## config.mk

```make
export PLATFORM = sky130hd
export DESIGN_NAME = clk_period_meter
export DESIGN_NICKNAME = d
export VERILOG_FILES = /design/src/rtl/clk_period_meter.sv
export SDC_FILE = /design/constraint.sdc
export NUM_CORES = 1
export LEC_CHECK = 0
export ABC_AREA = 1
export ABC_CLOCK_PERIOD_IN_PS = 2700
export BUFFER_PORTS_ARGS = -buffer_cell sky130_fd_sc_hd__buf_2
export CELL_PAD_IN_SITES_DETAIL_PLACEMENT = 2
export CELL_PAD_IN_SITES_GLOBAL_PLACEMENT = 2
export CORE_ASPECT_RATIO = 1.5
export CORE_UTILIZATION = 35
export CTS_CLUSTER_SIZE = 24
export DETAILED_ROUTE_END_ITERATION = 12
export PLACE_DENSITY_LB_ADDON = 0.1
export SYNTH_ARGS = -nofsm -noshare
export SYNTH_HDL_FRONTEND = slang
export SYNTH_SLANG_ARGS = --single-unit
```

## constraint.sdc

```tcl
create_clock -name i_CLK -period 2.7 [get_ports i_CLK]
set_input_delay 0.135 -clock i_CLK [delete_from_list [all_inputs] [get_ports i_CLK]]
set_output_delay 0.135 -clock i_CLK [all_outputs]
set_load 0.01 [all_outputs]
```

## src/rtl/clk_period_meter.sv

```systemverilog
// clk_period_meter
// Measures the period of a slow periodic input in system-clock cycles.
// Each rising edge of the input reports the cycles since the previous
// rising edge, with a one-cycle valid strobe. A lock flag is raised after
// LOCK_COUNT consecutive periods each stay within TOL of the period before
// it. A sticky timeout flag is raised when no edge arrives within TIMEOUT
// cycles.

module clk_period_meter #(
   parameter int WIDTH      = 16,
   parameter int TIMEOUT    = 65535,
   parameter int LOCK_COUNT = 4,
   parameter int TOL        = 0
) (
   input  logic             i_CLK,
   input  logic             i_RST,
   input  logic             i_EN,
   input  logic             i_SIG,
   output logic [WIDTH-1:0] o_PERIOD,
   output logic             o_VALID,
   output logic             o_LOCKED,
   output logic             o_TIMEOUT
);

   // Match counter must hold 0 .. LOCK_COUNT inclusive.
   localparam int MW = $clog2(LOCK_COUNT + 1);

   localparam logic [WIDTH-1:0] TIMEOUT_C = WIDTH'(TIMEOUT);
   localparam logic [MW-1:0]    LOCK_C    = MW'(LOCK_COUNT);
   localparam logic [WIDTH:0]   TOL_C     = (WIDTH + 1)'(TOL);

   typedef enum logic {
      ST_IDLE,
      ST_MEASURE
   } state_e;

   // Input conditioning
   logic s1_q;
   logic s2_q;
   logic p_q;
   logic rise;

   // Measurement state
   state_e           state_q;
   logic [WIDTH-1:0] count_q;
   logic [WIDTH-1:0] period_q;
   logic             valid_q;
   logic             timeout_q;

   // Lock tracking
   logic [WIDTH-1:0] prev_q;
   logic             prev_valid_q;
   logic [MW-1:0]    match_q;
   logic             locked_q;

   // Next values of the lock tracking, used when a rising edge lands
   logic [WIDTH:0]   cnt_ext;
   logic [WIDTH:0]   prev_ext;
   logic [WIDTH:0]   diff_d;
   logic [MW-1:0]    match_d;
   logic             locked_d;

   // Two-flop synchronizer on the asynchronous input, followed by a history
   // flop so a rising edge is seen for exactly one cycle.
   always_ff @(posedge i_CLK or posedge i_RST) begin
      if (i_RST) begin
         s1_q <= 1'b0;
         s2_q <= 1'b0;
         p_q  <= 1'b0;
      end else begin
         // NOTE: non-blocking assignments let s2_q sample the old s1_q, so
         // this chain acts as a shift register regardless of statement order.
         s1_q <= i_SIG;
         s2_q <= s1_q;
         p_q  <= s2_q;
      end
   end

   assign rise = s2_q & ~p_q;

   // Absolute difference to the previous period and the match count that
   // follows if the current count is reported now.
   always_comb begin
      // NOTE: every signal written here is assigned on all paths, starting
      // with a default, so no latch is inferred.
      cnt_ext  = {1'b0, count_q};
      prev_ext = {1'b0, prev_q};
      diff_d   = (cnt_ext >= prev_ext) ? (cnt_ext - prev_ext)
                                       : (prev_ext - cnt_ext);
      match_d  = '0;
      if (prev_valid_q && (diff_d <= TOL_C)) begin
         if (match_q == LOCK_C) begin
            match_d = LOCK_C;
         end else begin
            match_d = match_q + 1'b1;
         end
      end
      locked_d = (match_d == LOCK_C);
   end

   // Measurement FSM: counts cycles between rising edges, reports each
   // period, maintains lock and detects missing edges.
   always_ff @(posedge i_CLK or posedge i_RST) begin
      if (i_RST) begin
         state_q      <= ST_IDLE;
         count_q      <= '0;
         period_q     <= '0;
         valid_q      <= 1'b0;
         timeout_q    <= 1'b0;
         prev_q       <= '0;
         prev_valid_q <= 1'b0;
         match_q      <= '0;
         locked_q     <= 1'b0;
      end else begin
         // Strobe is high only on the cycle after a reported edge.
         valid_q <= 1'b0;

         if (!i_EN) begin
            // Disabled: drop back to IDLE; last period and timeout hold.
            state_q  <= ST_IDLE;
            count_q  <= '0;
            match_q  <= '0;
            locked_q <= 1'b0;
         end else begin
            case (state_q)
               ST_IDLE: begin
                  count_q <= '0;
                  if (rise) begin
                     // First edge only starts the count; no period yet.
                     state_q      <= ST_MEASURE;
                     count_q      <= WIDTH'(1);
                     match_q      <= '0;
                     prev_valid_q <= 1'b0;
                  end
               end

               ST_MEASURE: begin
                  if (rise) begin
                     // Edge wins over a coincident timeout.
                     period_q     <= count_q;
                     valid_q      <= 1'b1;
                     count_q      <= WIDTH'(1);
                     match_q      <= match_d;
                     locked_q     <= locked_d;
                     prev_q       <= count_q;
                     prev_valid_q <= 1'b1;
                     timeout_q    <= 1'b0;
                  end else if (count_q == TIMEOUT_C) begin
                     // No edge within the window: give up and wait for a
                     // fresh start.
                     state_q      <= ST_IDLE;
                     count_q      <= '0;
                     timeout_q    <= 1'b1;
                     locked_q     <= 1'b0;
                     match_q      <= '0;
                     prev_valid_q <= 1'b0;
                  end else begin
                     count_q <= count_q + 1'b1;
                  end
               end

               default: begin
                  state_q <= ST_IDLE;
                  count_q <= '0;
               end
            endcase
         end
      end
   end

   assign o_PERIOD  = period_q;
   assign o_VALID   = valid_q;
   assign o_LOCKED  = locked_q;
   assign o_TIMEOUT = timeout_q;

endmodule

```

After elaboration in Yosys (flattened, before gate mapping)
Index checks and enable logic that the tools add are counted.
Word-level totals
  output and inout port bits: 19
  bits of input ports: 4
  register bits: 43
  logic and storage cells: 65
Operators by class
  $add $sub $neg: 4
  $lt $le $gt $ge: 2
  mux-type cells: 29
  reduce and logical (&&, ||, !) cells: 7
  bitwise operators: 3
  equal/unequal tests: 9
Operators with widths (count)
  $mux W16: 3
  $sub A16 B16 Y17: 2
  $pmux W16 S2: 1
  $mux W3: 6
  $le A17 B1 Y1 const B: 1
  $mux W17: 1
  $add A16 B1 Y16 const B: 1
  $eq A16 B16 Y1 const B: 1
  $ge A16 B16 Y1: 1
  $mux W1: 15
  $reduce_and A3 Y1: 3
  $eq A3 B3 Y1 const B: 2
  $pmux W3 S2: 1
  $ne A4 B3 Y1 const B: 1
  $pmux W1 S2: 2
  $reduce_and A2 Y1: 2
  $add A3 B1 Y3 const B: 1
  $ne A3 B1 Y1 const B: 1
  $ne A3 B2 Y1 const B: 1
  $ne A3 B3 Y1 const B: 1
  $ne A2 B1 Y1 const B: 1
  $ne A2 B2 Y1 const B: 1
  $not A1 Y1: 2
  $reduce_bool A2 Y1: 1
  2 further kinds: 2

Longest topological paths before layout
Gate-level depths: netlist of run 1.
  word-level depth: 9
  mapped depth: 20
  mapped depth without buffers: 19

Least setup slack after synthesis of run 1
No wires, ideal clock.
  path kind: register to register
  from: register prev_q[11]
  to: register locked_q (netlist: o_LOCKED)
  setup time: 0.066 ns
  data arrival time: 2.045 ns
  stages on the path, launching flop included: 16
  data required time: 2.634 ns
  slack: 0.590 ns
  path buffers: 0
  clock period less this slack: 2.110 ns
  cell sequence: dfrtp_1 > inv_1 > ha_1 > nand2_4 > inv_2 > a21oi_4 > nor2_2 > nor2_4 > nand3_4 > inv_2 > nand2_1 > nand2_1 > inv_2 > nor3_2 > nand4_1 > nand2_1
On the way
  cells in the longest elaborated chain, start to end: 9
  elaborated cells between the ends (all ways): 11
  classes of those cells: add/sub (2); order compare (2); eq/ne (1); mux (5); reduce/logical (1)
Ends and longest elaborated chain
  start: declaration: line 51  | logic [WIDTH-1:0] prev_q;
  start signal: assignment: line 145  | prev_q <= count_q;
  $sub A16 B16 Y17, or another cell as far along: line 89  | : (prev_ext - cnt_ext);
  $mux W17 (*): line 88  | diff_d = (cnt_ext >= prev_ext) ? (cnt_ext - prev_ext)
  $le A17 B1 Y1 (*): line 91  | if (prev_valid_q && (diff_d <= TOL_C)) begin
  $logic_and A1 B1 Y1 (*): line 91
  $mux W3 (*): line 91
  $eq A3 B3 Y1 (*): line 98  | locked_d = (match_d == LOCK_C);
  $mux W1 (*): line 138  | if (rise) begin
  $mux W1 (*): line 125  | case (state_q)
  $mux W1 (*): line 118  | if (!i_EN) begin
  end signal: assignment: line 144  | locked_q <= locked_d;
  end: declaration: line 54  | logic locked_q;
Every way passes the cells marked *; elsewhere a longest branch is shown, timed or not. The select of a mux whose other input is x is not followed.
A chain may end at the register's enable or synchronous reset.

Final worst setup path of run 1
  from: register prev_q[13]
  to: register locked_q (netlist: o_LOCKED)
Same word-level chain as after synthesis.

==> results of run 1 <==
[sequential cells by signal (all words and copies together) (netlist names)]
signal        count
count_q          16
prev_q           16
match_q           3
o_LOCKED          1
o_TIMEOUT         1
o_VALID           1
p_q               1
prev_valid_q      1
s1_q              1
s2_q              1
state_q           1
[logic make-up (layout without fill, tap and decap cells)]
logic type               count (synthesis)  in the layout  share of synthesized area, %
AO/OA/AOI/OAI                           58             58                          8.01
AND/OR/NAND/NOR                        336            336                          38.4
XOR/XNOR                                20             20                          4.33
buffers and inverters                  123            155                          11.8
flip-flops                              43             43                          26.6
adder cells (fa/ha/maj)                 35             35                          10.8
[placed cells by master, fill, tap and decap left out, drive strengths merged, types with 2 or more instances in the layout]
cell type	netlist	final
xnor2	4	4
nand4	13	13
nor3	13	13
a21oi	23	23
ha	35	35
and2	2	2
buf	5	31
a31oi	2	2
nor4	2	2
o21bai	2	2
inv	113	113
nand2	215	215
nor2	50	50
clkinv	2	3
o21ai	25	25
o21a	2	2
a211oi	2	2
dfrtp	43	43
clkbuf	3	6
nand3	38	38
o211ai	2	2
xor2	16	16
[worst reg2reg max path, delay by kind of cell (launching register included)]
family	cells	cell delay, ns
AOI/OAI and AO/OA	2	0.46
adders and majority gates	1	0.42
buffers and inverters	3	0.26
DFF	1	0.38
and+or+nand+nor	7	0.95
[synthesized netlist by cell type (6+ instances only)]
cell / number / area [µm²]
sky130_fd_sc_hd__xor2_1: 16 / 140
sky130_fd_sc_hd__o21ai_0: 22 / 110
sky130_fd_sc_hd__nor3_1: 6 / 30.0
sky130_fd_sc_hd__ha_1: 35 / 438
sky130_fd_sc_hd__nand3_1: 35 / 175
sky130_fd_sc_hd__nand4_1: 12 / 75.1
sky130_fd_sc_hd__a21oi_1: 22 / 110
sky130_fd_sc_hd__nand2_2: 9 / 56.3
sky130_fd_sc_hd__inv_2: 11 / 41.3
sky130_fd_sc_hd__dfrtp_1: 43 / 1080
sky130_fd_sc_hd__inv_1: 102 / 383
sky130_fd_sc_hd__nor2_1: 41 / 154
sky130_fd_sc_hd__nand2_1: 204 / 766
[worst paths after layout]
| check | from | to | slack, ns | cells past startpoint |
|---|---|---|---|---|
| hold reg to reg | s2_q$_DFF_PP0_ | p_q$_DFF_PP0_ | 0.38 | 0 |
| setup reg to reg | prev_q[13]$_DFFE_PP0P_ | o_LOCKED$_DFFE_PP0P_ | 0.17 | 13 |
| setup / recovery | prev_q[13]$_DFFE_PP0P_ | o_LOCKED$_DFFE_PP0P_ | 0.17 | 13 |
| max in group asynchronous | i_RST | match_q[1]$_DFFE_PP0P_ | 2.01 | 2 |
| min in group i_CLK | i_EN | state_q$_DFF_PP0_ | 0.18 | 3 |
| hold / removal | i_RST | o_VALID$_DFF_PP0_ | 0.07 | 2 |
[layout make-up]
type | count | area (µm²) | share of cell area, %
multi-input cells | 449 | 2520 | 55.3
clock buffers | 6 | 129 | 2.83
clock inverters | 2 | 12.5 | 0.275
inverters | 115 | 432 | 9.49
flip-flops and latches | 43 | 1080 | 23.7
repair buffers | 32 | 200 | 4.40
well taps | 147 | 184 | 4.04
[what timing repair did]
| item | CTS | global route |
|---|---|---|
| setup endpoints to repair | 0 | 4 |
| resized for setup | 0 | 5 |
| hold endpoints to repair | 1 | 0 |
| hold buffers | 1 | 0 |
[per-stage QoR]
step	util [%]	setup slack (ns)	cell area (µm²)	total power [mW]
after detailed placement	39.2	0.140	4380	2.30
after floorplan	-	0.590	4050	1.84
after global placement	39.2	0.236	4380	2.24
after CTS	40.5	0.107	4530	2.95
after global routing	40.7	-0.0197	4550	3.15
final	40.7	0.171	4550	2.91
[where the power goes]
group / switching (mW) / internal, mW
combinational: 1.03 / 0.494
clock: 0.281 / 0.342
sequential: 0.0553 / 0.710
[routing by layer]
layer / track usage, % / up-vias / wire [µm]
met5: 0 / - / 0
met4: 9.38 / 0 / 503
met3: 1.77 / 28 / 152
met2: 50.6 / 42 / 7890
met1: 24.2 / 1952 / 5300
li1: - / 1960 / -
==> results list, run 1 <==
- TritonCTS built the clock tree.
- Top-Level Pins: 23
* Count of maximum capacitance violations: 0
- Data arrives at the worst endpoint at 2.77 ns.
* Final Wtd Congestion: 0.810
- The average instance in the mapped netlist occupies 6.58 µm².
- Total Die Area: 12,000 µm²
- Critical path buffer and inverter count: 3
- In this run, placement finished with an instance count of 785.
- For the finished layout, the period the worst path requires is 2.53 ns.
- Count of non-filler cells in the finished layout: 794
- The later pin in the worst-skew pair is clocked with a latency of 0.30 ns.
- During synthesis, Yosys emitted a total of 0 warnings.
- The worst setup path is captured at a flip-flop.
- Die width: 89.8 µm
* Max Buffers Root-to-Sink: 2
- Pwr dens: 640 nW/µm²
- Detailed-route via count: 3,982
* Antenna Nets Post-Route: 0
* Total routing resource utilization after global routing: 24.3%
- Worst path slowest cell: sky130_fd_sc_hd__ha_1
- In this run, CTS created clock tree buffers numbering 5.
- Max Fclk: 0.395 GHz
- The cell sitting at the root of the clock tree is a sky130_fd_sc_hd__clkbuf_16.
* Number of antenna violations at the first check in global routing: 0
* Global-route wire length before repair: 22.5 mm
- The number of global-route vias before repair is 4,513.
* Synthesized Nets: 654
- At the pin with the least slew margin, the transition time is 0.998 ns.
- For this design, the sink count on the clock tree is 43.
- The final-report hold violation count came to 0.
- Starting DRC count in detailed routing: 72
* Setup violation total in the final timing report: 0
- The share of the Yosys chip area taken by registers is 26.6%.
* Initial core utilization: 36.2%
- Yosys mapped a number of flops with a built-in enable equal to 0.
* CP max FO: 9
- Ratio of final minimum period to clock period: 93.7%
- Counting flops with an async set or reset pin after synthesis yields a share of 100%.
- Routed wire length: 13.8 mm
* Initial DRT Pass Iterations: 4
* Mapped cell area: 4050 µm²
- Stage delay of the slowest cell on the critical path: 0.42 ns
* Avg WL per Cell: 17.4 µm
- For this run, design rule violations remaining after detail routing come to 0.
- For the final database, setup skew stands at 0.00718 ns.
- GRT overflow: 0
- The run finished with clean final reports.
- Count of input and output buffers: 22
- The worst hold path belongs to the class in2async.
* Fraction of final layout cells with drive strength greater than 1: 13.8%
- Setup crit start kind: flip-flop
- Max-slew violations: 0
- After synthesis, the netlist uses 41 different library cells.
- Across all hold checks on the routed design, the worst slack comes to 0.0706 ns.
- Required time of the critical path: 2.94 ns
* Maximum vdd ir drop: 0.269 mV
* Number of standard-cell rows in the floorplan: 47
* Layout net count: 685
- In this run the static leakage power is 2.44 nW.
- Crit path cell chain: inv_1, ha_1, a21oi_1, o21ai_0, nor2_4, nand3_4, inv_2, nand2_1, nand2_1, inv_2, nor3_2, nand4_1, nand2_1
- In this run the post-CTS setup repair buffer count came out at 0.
- Area overhead of the layout relative to synthesis: 12.5%
- After synthesis the netlist holds a flip-flop and latch count of 43.
- Relative slew slack: 33.3%
* Antenna Diode Count: 0
- In this run the vertical extent of the chip is 134 µm.
* Dominant synthesized flop cell: sky130_fd_sc_hd__dfrtp_1
* Cell repeated most along the worst path: sky130_fd_sc_hd__nand2_1
- Post-synthesis instance total: 615
- Maximum number of pins on one net before global-route repair: 44
- The critical path is of the reg2reg type.
- The layout has 1,425 filler cells.
- H-Tree Level Count: 2
* Core area: 11,200 µm²
* CP top delay family: simple AND/OR/NAND/NOR gates
* HPWL reported at the end of detailed placement: 11.7 mm
- For the final routed database, the setup TNS stands at 0 ns.
- Vias per cell: 5.02
- Clock-pin slew was measured on the worst setup and hold paths at 0.07 ns.
Note: power is estimated with default switching activity, not from simulation.
==> inputs of run 2 (changes only) <==
--- a/config.mk
+++ b/config.mk
@@ -5,15 +5,14 @@
 export SDC_FILE = /design/constraint.sdc
 export NUM_CORES = 1
 export LEC_CHECK = 0
-export ABC_AREA = 1
 export ABC_CLOCK_PERIOD_IN_PS = 2700
-export BUFFER_PORTS_ARGS = -buffer_cell sky130_fd_sc_hd__buf_2
 export CELL_PAD_IN_SITES_DETAIL_PLACEMENT = 2
 export CELL_PAD_IN_SITES_GLOBAL_PLACEMENT = 2
 export CORE_ASPECT_RATIO = 1.5
-export CORE_UTILIZATION = 35
+export CORE_UTILIZATION = 39
 export CTS_CLUSTER_SIZE = 24
 export DETAILED_ROUTE_END_ITERATION = 12
+export DONT_BUFFER_PORTS = 1
 export PLACE_DENSITY_LB_ADDON = 0.1
 export SYNTH_ARGS = -nofsm -noshare
 export SYNTH_HDL_FRONTEND = slang
==> results list, run 2 <==
- The run stopped with a tool error.
- Halt point of the flow: 4_1_cts
* Run Error: [ERROR DPL-0033] detailed placement checks failed during check placement.
* Max Buffers Root-to-Sink: 2 (unchanged)
- The mean area per synthesized cell was 8.21 µm² (+25%).
- Fraction of the mapped netlist area in adder cells: 12.8% (+2.0 points)
- The clock sink total was 43 (unchanged).
- Main area contributors after synthesis: sky130_fd_sc_hd__dfrtp_1 31%, sky130_fd_sc_hd__ha_1 13%, sky130_fd_sc_hd__o21ai_0 5.6%, sky130_fd_sc_hd__inv_1 4.7%, sky130_fd_sc_hd__xnor2_1 4.6%
- Final Wtd Congestion: 0.847 (+4.6%)
- The share of synthesized flip-flops with an asynchronous set or reset came to 100% (unchanged).
* Count of input and output buffers: 0 (-100%)
* Post-CTS repair timing setup buffer count: 7 (+7)
* Top cells by count, synth: 43 x sky130_fd_sc_hd__dfrtp_1, 43 x sky130_fd_sc_hd__inv_1, 38 x sky130_fd_sc_hd__o21ai_0
- The multiplexer share of the synthesized area is 1.21% (+1.2 points).
- Yosys warning count: 0 (unchanged)
- The synthesized design spends more area on one cell type than any other, namely sky130_fd_sc_hd__dfrtp_1.
* Number of distinct standard cells referenced by the synthesized netlist: 47 (+15%)
- The tree is rooted in a sky130_fd_sc_hd__clkbuf_16.
- The cell area after synthesis was 3420 µm² (-15%).
- Die Y: 117 µm (-13%)
- Initial core utilization: 40.4% (+4.2 points)
* Area fraction in compound gates after synthesis: 21.9% (+14 points)
* Top-Level Pins: 23 (unchanged)
- The area share of xor/xnor cells in the synthesized design came to 6.91% (+2.6 points).
- The horizontal die dimension came to 78.5 µm (-13%).
* Post-synthesis instance total: 417 (-32%)
- The proportion of synthesized chip area in sequential cells was 31.4% (+4.8 points).
- The number of standard-cell rows in the floorplan was 41 (-13%).
- In the synthesized netlist the dominant register cell turns out to be sky130_fd_sc_hd__dfrtp_1.
* Post-synth EDFFs: 0 (unchanged)
- Simple-gate share of the synthesized area: 19.0% (-19 points)
* Synthesized Nets: 456 (-30%)
- Number of buffers inserted for hold repair after clock tree synthesis: 3 (+2)
* CTS buffer count: 5 (unchanged)
- By area, the combinational part of the netlist is dominated by compound AO/OA/AOI/OAI gates.
* Post_cts resized: 10 (+10)
* HPWL reported at the end of detailed placement: 12.1 mm (+3.2%)
* H-Tree Level Count: 2 (unchanged)
- The number of synthesized register bits is 43 (unchanged).
- The portion of synthesized cell area occupied by the leading cell type was 31.4% (+4.8 points).
run 2: cells by family after synthesis:
logic type	Yosys count
simple gates	128
buf+inv	60
fa+ha+maj	35
mux	4
xor+xnor	27
flops	43
compound gates	120
run 2: metrics by stage:
step | setup slack, ns | util (%) | cells | cell area [µm²]
floorplan | -0.200 | - | 417 | 3480
global placement | -0.262 | 51.9 | 620 | 4390
detailed placement | -0.546 | 51.9 | 620 | 4390
==> inputs of run 3 (changes only) <==
==> config.mk (replaced) <==
export PLATFORM = sky130hd
export DESIGN_NAME = clk_period_meter
export DESIGN_NICKNAME = d
export VERILOG_FILES = /design/src/rtl/clk_period_meter.sv
export SDC_FILE = /design/constraint.sdc
export NUM_CORES = 1
export LEC_CHECK = 0
export ABC_CLOCK_PERIOD_IN_PS = 2700
export CORE_UTILIZATION = 40
export DETAILED_ROUTE_END_ITERATION = 12
export DONT_BUFFER_PORTS = 1
export PLACE_DENSITY_LB_ADDON = 0.15
export SYNTH_ARGS = -nofsm -noshare
export SYNTH_HDL_FRONTEND = slang
export SYNTH_SLANG_ARGS = --single-unit
==> results list, run 3 <==
- The post-route netlist has 28.5% of its cells at a drive strength greater than 1.
* Crit path capture type: flip-flop
- The total half-perimeter wirelength after legalization and detailed placement is 7.55 mm (-37%).
* Top-Level Pins: 23 (unchanged)
- Between clock sinks in the finished design, the worst skew comes to 0.00891 ns.
- Total power for the finished layout comes to 2.62 mW.
- The synthesized-area fraction occupied by ao, oa, aoi and oai cells came to 21.9% (unchanged).
* Met3 wire length: 250 µm
- Relative slew slack: 36.9%
- Area overhead of the layout relative to synthesis: 33.4%
* Outcome: complete, but fails checks
- The number of library cell types mapped by synthesis came to 47 (unchanged).
* Global-route wire length before repair: 15.8 mm
* Post-synth EDFFs: 0 (unchanged)
- The worst path uses 111% of the clock period.
* Layout net count: 561
- The horizontal die dimension is 94.5 µm (+20%).
* H-Tree Level Count: 2 (unchanged)
- The detail route stage leaves a number of antenna-violating nets equal to 0.
* Count of input and output buffers: 0 (unchanged)
* Top cells by count, synth: 43 x sky130_fd_sc_hd__dfrtp_1, 43 x sky130_fd_sc_hd__inv_1, 38 x sky130_fd_sc_hd__o21ai_0
- Antenna Diode Count: 0
- For this run, the total global-route usage over all layers was measured as 23.0%.
* Top Metal Used: met4
- Total Neg Setup Slack: -1.15 ns
- The number of standard-cell rows in the floorplan is 33 (-20%).
- The portion of synthesized cell area occupied by the leading cell type is 31.4% (unchanged).
- Timing would allow up to 0.333 GHz.
- # DRC: 0
- CP max FO: 3
- Worst slack at placement: -0.325 ns (+0.220 ns)
- Commonest non-fill, non-tap cell in the layout: sky130_fd_sc_hd__buf_4
* Number of global-route vias before repair: 3,346
* Number of antenna violations at the first check in global routing: 0
- Proportion of synthesized area in mux cells: 1.21% (unchanged)
* Synthesized area per cell: 8.21 µm² (unchanged)
- The synthesized design spends more area on one cell type than any other, namely sky130_fd_sc_hd__dfrtp_1.
- Total Die Area: 8930 µm²
* Setup crit start kind: flip-flop
* Clock latency reported for the late side of the worst-skew pair: 0.30 ns
- Setup violation total in the final timing report: 4
- TritonCTS built the clock tree.
- Max-slew violations: 0
- The top cell types in the final layout, fill and taps aside, are 111 x sky130_fd_sc_hd__buf_4, 43 x sky130_fd_sc_hd__dfrtp_1, 40 x sky130_fd_sc_hd__inv_1, 37 x sky130_fd_sc_hd__o21ai_0, 33 x sky130_fd_sc_hd__nand2_1.
- Core area: 8260 µm²
- After detailed routing, the number of vias per cell comes to 5.25.
- Dominant synthesized flop cell: sky130_fd_sc_hd__dfrtp_1
* Avg WL per Cell: 15.3 µm
- The finished cells cover 4570 µm².
* Static leakage power: 2.09 nW
- Final number of hold-violating endpoints: 0
- Detailed-route via count: 3,296
* Pwr dens: 574 nW/µm²
- Worst-margin pin slew: 0.946 ns
- Clock-pin slew on the worst setup and hold paths: 0.08 ns
- Kind of critical path: reg2reg
- Buffer type at the clock tree root: sky130_fd_sc_hd__clkbuf_8
- Violated checks: setup timing
- Main area contributors after synthesis: sky130_fd_sc_hd__dfrtp_1 31%, sky130_fd_sc_hd__ha_1 13%, sky130_fd_sc_hd__o21ai_0 5.6%, sky130_fd_sc_hd__inv_1 4.7%, sky130_fd_sc_hd__xnor2_1 4.6%
* Starting DRC count in detailed routing: 119
- In the final routing, the length of wire on met1 measures 4.60 mm.
- The largest registers in the layout are count_q: 16 flops, prev_q: 16 flops, match_q: 3 flops.
- The post-synthesis simple-gate area fraction was 19.0% (unchanged).
- The number of warnings printed during yosys synthesis is 0 (unchanged).
- After layout, the worst setup slack is -0.302 ns.
- Final Wtd Congestion: 0.907 (+7.1%)
* Required time of the critical path: 2.91 ns
* Count of non-filler cells in the finished layout: 628
* CP arrival: 3.21 ns
* Routed wire length: 9.61 mm
* Maximum vdd ir drop: 0.221 mV
- Flip-flop and latch count after synthesis: 43 (unchanged)
- The tool flagged a number of max-cap violations equal to 0.
- GRT overflow: 0
- Subtracting the final worst setup slack from the clock period gives 3.00 ns.
- Routed length on met2: 4.66 mm
- The number of nets in the synthesized netlist came to 456 (unchanged).
- For this run, the share of the core covered by cells in the final layout is 55.3%.
- The CTS buffer count came to 5 (unchanged).
* Die Y: 94.5 µm (-19%)
- The gate count of the mapped netlist is 417 (unchanged).
* Portion of the post-synthesis area used by sequential elements: 31.4% (unchanged)
- Final hold analysis gives a worst-case slack of 0.0206 ns.
- Area after DPL: 4370 µm² (-0.57%)
* Max Buffers Root-to-Sink: 2 (unchanged)
* Mapped cell area: 3420 µm² (unchanged)
- Initial core utilization: 41.4% (+1.0 points)
- Setup repair after global routing could not meet its margin everywhere.
- Fillers: 786
- Count of clock tree sinks: 43 (unchanged)
- The share of synthesized flip-flops with an asynchronous set or reset was 100% (unchanged).
- After synthesis, the largest family of logic cells by area is compound AO/OA/AOI/OAI gates.
* Worst min path class: in2reg
- Fraction of the mapped netlist area in adder cells: 12.8% (unchanged)
* Fraction of synthesized cell area in xor and xnor cells: 6.91% (unchanged)
* Count of placed standard cells including taps: 615 (-0.81%)
- Initial DRT Pass Iterations: 4
* Maximum number of pins on one net before global-route repair: 44
run 3: critical path, cell delays in order (launching register included):
cell	delay (ns)
sky130_fd_sc_hd__dfrtp_1	0.43
sky130_fd_sc_hd__ha_4	0.26
sky130_fd_sc_hd__nor2b_4	0.13
sky130_fd_sc_hd__o31a_1	0.27
sky130_fd_sc_hd__or4_4	0.54
sky130_fd_sc_hd__and3_4	0.18
sky130_fd_sc_hd__nor3_4	0.11
sky130_fd_sc_hd__xnor2_1	0.08
sky130_fd_sc_hd__or4_4	0.52
sky130_fd_sc_hd__a21o_1	0.22
sky130_fd_sc_hd__o31ai_2	0.18
run 3: final cells by class:
type	instances	area, µm²	area share [%]
Timing Repair Buffer	115	883	19.3
Clock inverter	1	5.00	0.110
Inverter	43	161	3.54
Clock buffer	7	76.3	1.67
Tap cell	105	131	2.88
Multi-Input combinational cell	314	2230	48.9
Sequential cell	43	1080	23.6
run 3: logic make-up after synthesis:
family,Yosys count
flops,43
mux,4
fa+ha+maj,35
simple gates,128
buf+inv,60
xor+xnor,27
compound gates,120
run 3: final timing paths:
path / start / end / slack, ns / cells after the start
max: count_q[1]$_DFF_PP0_ / match_q[1]$_DFFE_PP0P_ / -0.30 / 10
min: i_EN / prev_valid_q$_DFFE_PP0P_ / 0.02 / 2
max reg2reg: count_q[1]$_DFF_PP0_ / match_q[1]$_DFFE_PP0P_ / -0.30 / 10
min reg2reg: s1_q$_DFF_PP0_ / s2_q$_DFF_PP0_ / 0.35 / 0
max in group asynchronous: i_RST / count_q[2]$_DFF_PP0_ / 1.60 / 2
min in group asynchronous: i_RST / prev_q[8]$_DFFE_PP0P_ / 0.50 / 2
run 3: metal layers:
layer	vias up	track usage (%)
met4	0	4.92
met5	-	0
li1	1667	-
met2	44	40.3
met1	1576	29.9
met3	9	3.38
run 3: report_power, final:
group          internal (mW)  total, mW  leakage (nW)  switching, mW
Combinational          0.729       1.47          1.47          0.740
Sequential             0.705      0.745         0.570         0.0406
Clock                  0.182      0.407        0.0422          0.225
run 3: repair_timing:
action,4_1_cts,5_1_grt
hold buffers,3,0
endpoints found under the setup margin,4,4
hold endpoints to repair,47,0
pin swaps,1,3
setup buffers,1,1
resized for setup,5,12
